--- src/rtl/memory_access.sv ---
// Memory-access stage of the non-pipelined LEGv8 datapath.
// Resolves the next-PC select for B, B.cond, CBZ and CBNZ, and runs load/store
// transactions on a 64-bit req/ack data-memory port through a three-state FSM.
module memory_access #(
    parameter int unsigned TIMEOUT = 255
) (
    input  logic        clk,
    input  logic        reset,
    input  logic        start,
    input  logic        mem_read,
    input  logic        mem_write,
    input  logic [1:0]  mem_size,
    input  logic [63:0] alu_result,
    input  logic [63:0] read_data2,
    input  logic [63:0] pc,
    input  logic [63:0] branch_alu_result,
    input  logic        uncond_branch,
    input  logic        cond_branch,
    input  logic        cbz,
    input  logic        cbnz,
    input  logic [3:0]  cond,
    input  logic        alu_zero,
    input  logic        zero,
    input  logic        negative,
    input  logic        carry,
    input  logic        overflow,
    output logic        pc_src,
    output logic [63:0] branch_target,
    output logic [63:0] read_data,
    output logic        stall,
    output logic        done,
    output logic        error,
    output logic        dmem_req,
    output logic        dmem_we,
    output logic [63:0] dmem_addr,
    output logic [63:0] dmem_wdata,
    output logic [7:0]  dmem_be,
    input  logic        dmem_ack,
    input  logic [63:0] dmem_rdata
);

    typedef enum logic [1:0] {IDLE, REQ, RESP} state_t;

    // Last REQ cycle index before the request is abandoned.
    localparam logic [7:0] TO_LAST = 8'(TIMEOUT - 1);

    state_t      state_q;
    logic [7:0]  cnt_q;
    logic [63:0] addr_q;
    logic [63:0] wdata_q;
    logic [7:0]  be_q;
    logic [2:0]  lane_q;
    logic [1:0]  size_q;
    logic        we_q;
    logic        err_q;
    logic [63:0] rd_q;

    logic        cond_true;
    logic [2:0]  lane;
    logic        misaligned;
    logic        legal;
    logic [7:0]  size_mask;
    logic [7:0]  be_in;
    logic [63:0] wdata_in;
    logic [63:0] rdata_shifted;
    logic [63:0] load_val;
    logic        in_req;

    // Condition-code evaluation for B.cond from the registered NZCV flags.
    always_comb begin
        cond_true = 1'b0;
        case (cond)
            4'd0:  cond_true = zero;
            4'd1:  cond_true = ~zero;
            4'd2:  cond_true = carry;
            4'd3:  cond_true = ~carry;
            4'd4:  cond_true = negative;
            4'd5:  cond_true = ~negative;
            4'd6:  cond_true = overflow;
            4'd7:  cond_true = ~overflow;
            4'd8:  cond_true = carry & ~zero;
            4'd9:  cond_true = ~(carry & ~zero);
            4'd10: cond_true = (negative == overflow);
            4'd11: cond_true = (negative != overflow);
            4'd12: cond_true = ~zero & (negative == overflow);
            4'd13: cond_true = ~(~zero & (negative == overflow));
            default: cond_true = 1'b1;
        endcase
    end

    assign pc_src = uncond_branch | (cbz & alu_zero) | (cbnz & ~alu_zero)
                  | (cond_branch & cond_true);
    assign branch_target = pc_src ? branch_alu_result : (pc + 64'd4);

    // Lane placement, byte enables and alignment check for the incoming request.
    always_comb begin
        lane       = alu_result[2:0];
        misaligned = 1'b0;
        size_mask  = 8'h01;
        case (mem_size)
            2'b00: begin size_mask = 8'h01; misaligned = 1'b0;              end
            2'b01: begin size_mask = 8'h03; misaligned = lane[0];           end
            2'b10: begin size_mask = 8'h0F; misaligned = |lane[1:0];        end
            default: begin size_mask = 8'hFF; misaligned = |lane;           end
        endcase
        be_in    = size_mask << lane;
        wdata_in = read_data2 << {lane, 3'b000};
        legal    = (mem_read ^ mem_write) & ~misaligned;
    end

    // Load data extraction from the latched lane and size.
    always_comb begin
        rdata_shifted = dmem_rdata >> {lane_q, 3'b000};
        load_val      = '0;
        case (size_q)
            2'b00:   load_val = {56'd0, rdata_shifted[7:0]};
            2'b01:   load_val = {48'd0, rdata_shifted[15:0]};
            2'b10:   load_val = {32'd0, rdata_shifted[31:0]};
            default: load_val = rdata_shifted;
        endcase
    end

    // Transaction FSM with latched request fields, timeout counter and load result.
    always_ff @(posedge clk or negedge reset) begin
        if (!reset) begin
            state_q <= IDLE;
            cnt_q   <= '0;
            addr_q  <= '0;
            wdata_q <= '0;
            be_q    <= '0;
            lane_q  <= '0;
            size_q  <= '0;
            we_q    <= 1'b0;
            err_q   <= 1'b0;
            rd_q    <= '0;
        end else begin
            case (state_q)
                IDLE: begin
                    if (start) begin
                        if (legal) begin
                            addr_q  <= {alu_result[63:3], 3'b000};
                            wdata_q <= wdata_in;
                            be_q    <= be_in;
                            lane_q  <= lane;
                            size_q  <= mem_size;
                            we_q    <= mem_write;
                            cnt_q   <= '0;
                            err_q   <= 1'b0;
                            state_q <= REQ;
                        end else begin
                            err_q   <= 1'b1;
                            state_q <= RESP;
                        end
                    end
                end
                REQ: begin
                    if (dmem_ack) begin
                        if (!we_q) begin
                            rd_q <= load_val;
                        end
                        state_q <= RESP;
                    end else if (cnt_q == TO_LAST) begin
                        err_q   <= 1'b1;
                        state_q <= RESP;
                    end else begin
                        cnt_q <= cnt_q + 8'd1;
                    end
                end
                RESP: begin
                    state_q <= IDLE;
                end
                default: begin
                    state_q <= IDLE;
                end
            endcase
        end
    end

    assign in_req     = (state_q == REQ);
    assign dmem_req   = in_req;
    assign dmem_we    = in_req & we_q;
    assign dmem_addr  = in_req ? addr_q  : '0;
    assign dmem_wdata = in_req ? wdata_q : '0;
    assign dmem_be    = in_req ? be_q    : '0;
    assign stall      = ((state_q == IDLE) & start) | in_req;
    assign done       = (state_q == RESP);
    assign error      = (state_q == RESP) & err_q;
    assign read_data  = rd_q;

endmodule

--- config.mk ---
export PLATFORM = sky130hd
export DESIGN_NAME = memory_access
export DESIGN_NICKNAME = d
export VERILOG_FILES = /design/src/rtl/memory_access.sv
export SDC_FILE = /design/constraint.sdc
export NUM_CORES = 1
export LEC_CHECK = 0
export ABC_AREA = 0
export CAP_MARGIN = 25
export CORE_AREA = 2 2 238 240
export CTS_CLUSTER_SIZE = 28
export DETAILED_ROUTE_END_ITERATION = 16
export DIE_AREA = 0 0 240 242
export PLACE_DENSITY_LB_ADDON = 0.05
export SYNTH_ARGS = -nofsm -noshare
export SYNTH_HDL_FRONTEND = slang
export SYNTH_SLANG_ARGS = --single-unit
--- constraint.sdc ---
create_clock -name clk -period 2.55 [get_ports clk]
set_clock_uncertainty 0.2 [all_clocks]
set_input_delay 0.3825 -clock clk [delete_from_list [all_inputs] [get_ports clk]]
set_output_delay 0.3825 -clock clk [all_outputs]
set_load 0.005 [all_outputs]
* Word level (Yosys, flattened, before mapping) *
Cells that the tools add are included.

word-level totals
  register bits after elaboration = 214
  bits of input ports = 341
  output and inout bits = 270

operators by class
  $add $sub $neg = 2
  equality and inequality tests = 28
  shift operators = 3
  muxes and demuxes = 23
  bitwise gates (word level) = 23
  reduce and logical (&&, ||, !) cells = 12

operators by type and width
  kind                                                  number
  two-way mux 64 bit                                    3
  one-hot mux 64 bit (3 select lines)                   1
  adder 64 x 3 -> 64 bit (second input constant)        1
  << shifter 64 x 6 -> 64 bit                           1
  >> shifter 64 x 6 -> 64 bit                           1
  two-way mux 8 bit                                     5
  equality test 4 bit (second input constant)           6
  one-hot mux 8 bit (3 select lines)                    1
  equality test 4 x 3 -> 1 bit (second input constant)  4
  one-hot mux 8 bit (2 select lines)                    1
  one-hot mux 1 bit (14 select lines)                   1
  AND 1 bit                                             9
  inverter 1 bit                                        9
  adder 8 x 1 -> 8 bit (second input constant)          1
  equality test 4 x 2 -> 1 bit (second input constant)  2
  equality test 8 bit (second input constant)           1
  two-way mux 2 bit                                     4
  != test 2 bit (second input constant)                 4
  << shifter 8 x 3 -> 8 bit                             1
  equality test 2 x 1 -> 1 bit (second input constant)  3
  equality test 2 bit (second input constant)           3
  logical NOT 2 bit                                     3
  AND reduction 3 bit                                   2
  AND reduction 5 bit                                   1
  17 further kinds                                      23

* Longest topological paths before layout *
  word-level depth = 7
  depth in mapped cells = 9
  mapped depth without buffers = 8

* Least setup slack after synthesis *
OpenSTA, ideal clock, no wires.

  path type = in2out
  start point = in cond[3]
  end point = out branch_target[15]
  arrival time = 2.001 ns
  required time = 1.967 ns
  path slack = -0.034 ns
  cell stages on the path = 8
  buffers on the path = 3
  cell sequence = clkbuf_1 a21oi_1 o31ai_1 a221o_1 o32a_1 buf_4 buf_6 mux2_4

on the way
  longest elaborated chain between the ends = 5
  elaborated cells on any way between the ends = 18
  those cells by class = eq/ne (13); mux (2); bitwise (2); reduce/logical (1)

ends and longest elaborated chain
  what                                         RTL line  source
  start: declaration                           21        input logic [3:0] cond,
  equality test 4 bit (tied with other cells)  72        case (cond)
  one-hot mux 1 bit (14 select lines) *        72
  AND 1 bit *                                  92        | (cond_branch & cond_true);
  OR 1 bit *                                   92
  two-way mux 64 bit *                         93        assign branch_target = pc_src ? branch_alu_result : (pc + 64'd4);
  end: declaration                             28        output logic [63:0] branch_target,

Every way passes the cells marked *; elsewhere a longest branch is shown, timed or not.

* Worst setup path in the final report *
  start point = in zero
  end point = out branch_target[35]

on the way
  longest elaborated chain between the ends = 7
  elaborated cells on any way between the ends = 9
  those cells by class = mux (2); bitwise (7)

ends and longest elaborated chain
  what                                   RTL line  source
  start: declaration                     23        input logic zero,
  inverter 1 bit                         --
  AND 1 bit (on tied branches)           --
  inverter 1 bit (on tied branches)      86, 82
  one-hot mux 1 bit (14 select lines) *  72
  AND 1 bit *                            92
  OR 1 bit *                             92
  two-way mux 64 bit *                   93

Marks and branches as above.

==> metrics.txt <==
I/O pins approximately 600; nets@finish between 2k and 3k; largest fanout on the critical path 8; power per cell area roughly 600 mW/mm2; Worst-Margin Slew just under 0.8 ns; failing checks negative setup slack; post-route insts no fill 3228; DRT antenna net count 0; clock tree from TritonCTS yes; combinational power share 0.396; die area 0.0581 mm2; critical path arrival between 2 and 2.5 ns; ys flop type dfrtp_1; Synth Instances around 1.6k; largest net degree at the start of global routing 73; sw frac 0.333; critical path capture point type output port; Clock Path Buffers 3; H-Tree Depth 1; Clk network pwr share 0.261; DP Worst Slack -1.11 ns; die width 240 um; clock sinks between 200 and 250; total leakage power 11.7 nW; routed wire length approximately 70000 um; FILL cells 5648; core area around 0.056 mm2; Starting DRT DRC Count 752; GPL Wtd Cong roughly 0.9; worst r2r path cells 11; layout cell share with drive strength beyond 1 0.309; Avg Inst Size Synth approximately 8.7 um2; Worst VDD drop roughly 0.00050 V; Syn Std Cell Area 0.0143 mm2; Slew HR 0.477; DRC 0; number of global-route vias before repair 15.6k; dpl hpwl roughly 53000 um; via count 15.2k; number of flops mapped to enable cells by yosys 0; post-DR wirelength/cell ~22 um; ys async rst share 1.00; Fmax approximately 0.34 GHz; FF+latch count, synth approximately 210; NetSw approximately 4.9 mW; Synth area leader dfrtp_1; most instantiated cells after synthesis 399 x nand2_1, 214 x dfrtp_1, 136 x and2_1; routed vias/inst roughly 4.7; Congestion Overflow GR 0; fin crit period ~3.0 ns; critical path startpoint category primary input; P_int ~9.8 mW; Die Y between 200 and 250 um; Setup-failing EPs final 110; Placed Instances ~3.1k; row cnt 87; Root Buffer clkbuf_16; number of port buffers between 600 and 700; initial antenna violation count 15; Flop pwr share 0.343; footprint of the multi-input gates a little under 0.009 mm2; clock latency on the worst-skew pair approximately 0.57 ns; worst r2r src state_q[1]; Area growth syn-to-layout 74.6%; maxcap violations 0; first-pass GRT wire length just over 100000 um; CTS buffer count 28; All-Layer GR Usage 0.236; final period utilization 1.17; Seq/Total Area, Yosys 0.375; final hold violation count 0; Critical Path RT 1.97 ns; outcome complete, but fails checks; Initial Utilization 0.256; clock-pin slew on the worst setup and hold paths roughly 0.060 ns; final setup margin -0.426 ns; Hold Path Class in -> async; Slew Limit Fails 0; RSZ-0062 raised after global routing yes; most numerous cell in the Yosys netlist nand2_1; WS Path Type in -> out; Register Area approximately 0.0054 mm2; First-pass DRT Iterations 5; Crit. Startpoint zero; Yosys warning count 0; synth unique cells 60; main area contributors after synthesis dfrtp_1 37%, nand2_1 10%, and2_1 6.0%; top-area cell type share of the netlist area 0.375
-- critical path, cell delays in order --
cell	delay, ns
buf_6	0.10
nor2b_4	0.12
a21oi_2	0.11
xnor2_1	0.08
a221o_1	0.32
o32a_4	0.41
buf_12	0.16
buf_12	0.13
buf_16	0.15
mux2_4	0.30
buf_6	0.12
-- through the flow --
| step | hold WS [ns] | setup TNS (ns) | total power [mW] | cell area [um2] | util |
|---|---|---|---|---|---|
| 4_1_cts | 0.107 | -35.01 | 14.8 | 24700 | 0.443 |
| 6_report | 0.107 | -24.21 | 14.7 | 25000 | 0.448 |
| 5_1_grt | 0.116 | -30.85 | 15.6 | 24900 | 0.447 |
| 3_3_place_gp | 0.0992 | -96.21 | 10.3 | 22400 | 0.402 |
| 2_1_floorplan | -0.113 | 0 | 7.53 | 14300 | - |
| 3_5_place_dp | 0.103 | -97.30 | 10.4 | 22400 | 0.402 |
-- registers in the layout (all words and copies together), names as in the netlist --
signal / count
size_q: 2
addr_q: 61
wdata_q: 64
err_q: 1
state_q: 2
read_data: 64
we_q: 1
cnt_q: 8
be_q: 8
lane_q: 3
-- kinds of logic after synthesis --
family,synth area share
AOI/OAI and AO/OA,0.132
xor gates and xnor gates,0.0417
adders and majority gates,0.00263
buffers and inverters,0.0418
DFF,0.375
muxes,0.157
other,0.000262
and+or+nand+nor,0.250
-- per-layer routing --
layer,vias up,share of wire,GRT usage,wire (um)
li1,7298,-,-,-
met1,7425,0.42,0.294,29700
met2,389,0.50,0.410,35300
met3,59,0.068,0.0614,4850
met4,12,0.014,0.0407,1010
met5,-,0.0011,0,81
-- power by group through the flow --
stage               sequential (mW)  combinational (mW)  clock [mW]
finish                         5.04                5.81        3.84
global route                   5.18                6.35        4.11
CTS                            5.03                5.79        3.97
detailed placement             5.06                5.37           0
global placement               5.03                5.31           0
floorplan                      4.83                2.70           0
-- cells in the final DEF (no fill, tap or decap), types with 30 or more instances in the layout --
cell type	count
nand2_1	396
clkdlybuf4s50_1	338
dfrtp_1	212
buf_4	197
buf_6	136
mux2i_1	80
and2_1	78
nor2_1	76
clkbuf_2	75
o21ai_0	67
and2_4	57
mux2_4	53
a21oi_1	42
dlygate4sd2_1	42
a22o_1	40
nand3_1	33
a211oi_1	33
xnor2_1	32
clkbuf_16	31
o31ai_1	30
-- final cells by class --
type                    instances  share of cell area
multi-input cells            1291               0.358
repair buffers                893               0.351
flip-flops and latches        214               0.215
well taps                     756              0.0379
clock buffers                  44              0.0325
clock inverters                 5             0.00261
inverters                      15             0.00236
diodes                         10             0.00100
-- path summary, 6_finish.rpt --
kind,end,slack [ns]
min,read_data[49],0.11
max in group asynchronous,wdata_q[42],1.30
min reg2reg,addr_q[30],0.26
max,branch_target[35],-0.43
max reg2reg,read_data[62],0.14
min in group clk,addr_q[10],0.14
-- timing repair --
item | 4_1_cts | 5_1_grt
hold endpoints to repair | 214 | 0
setup buffers | 65 | 20
cloned | 21 | 4
setup endpoints to repair | 199 | 198
resized for setup | 813 | 356
pin swaps | 53 | 53
hold buffers | 1 | 0
Power figures use the tool's default switching activity.
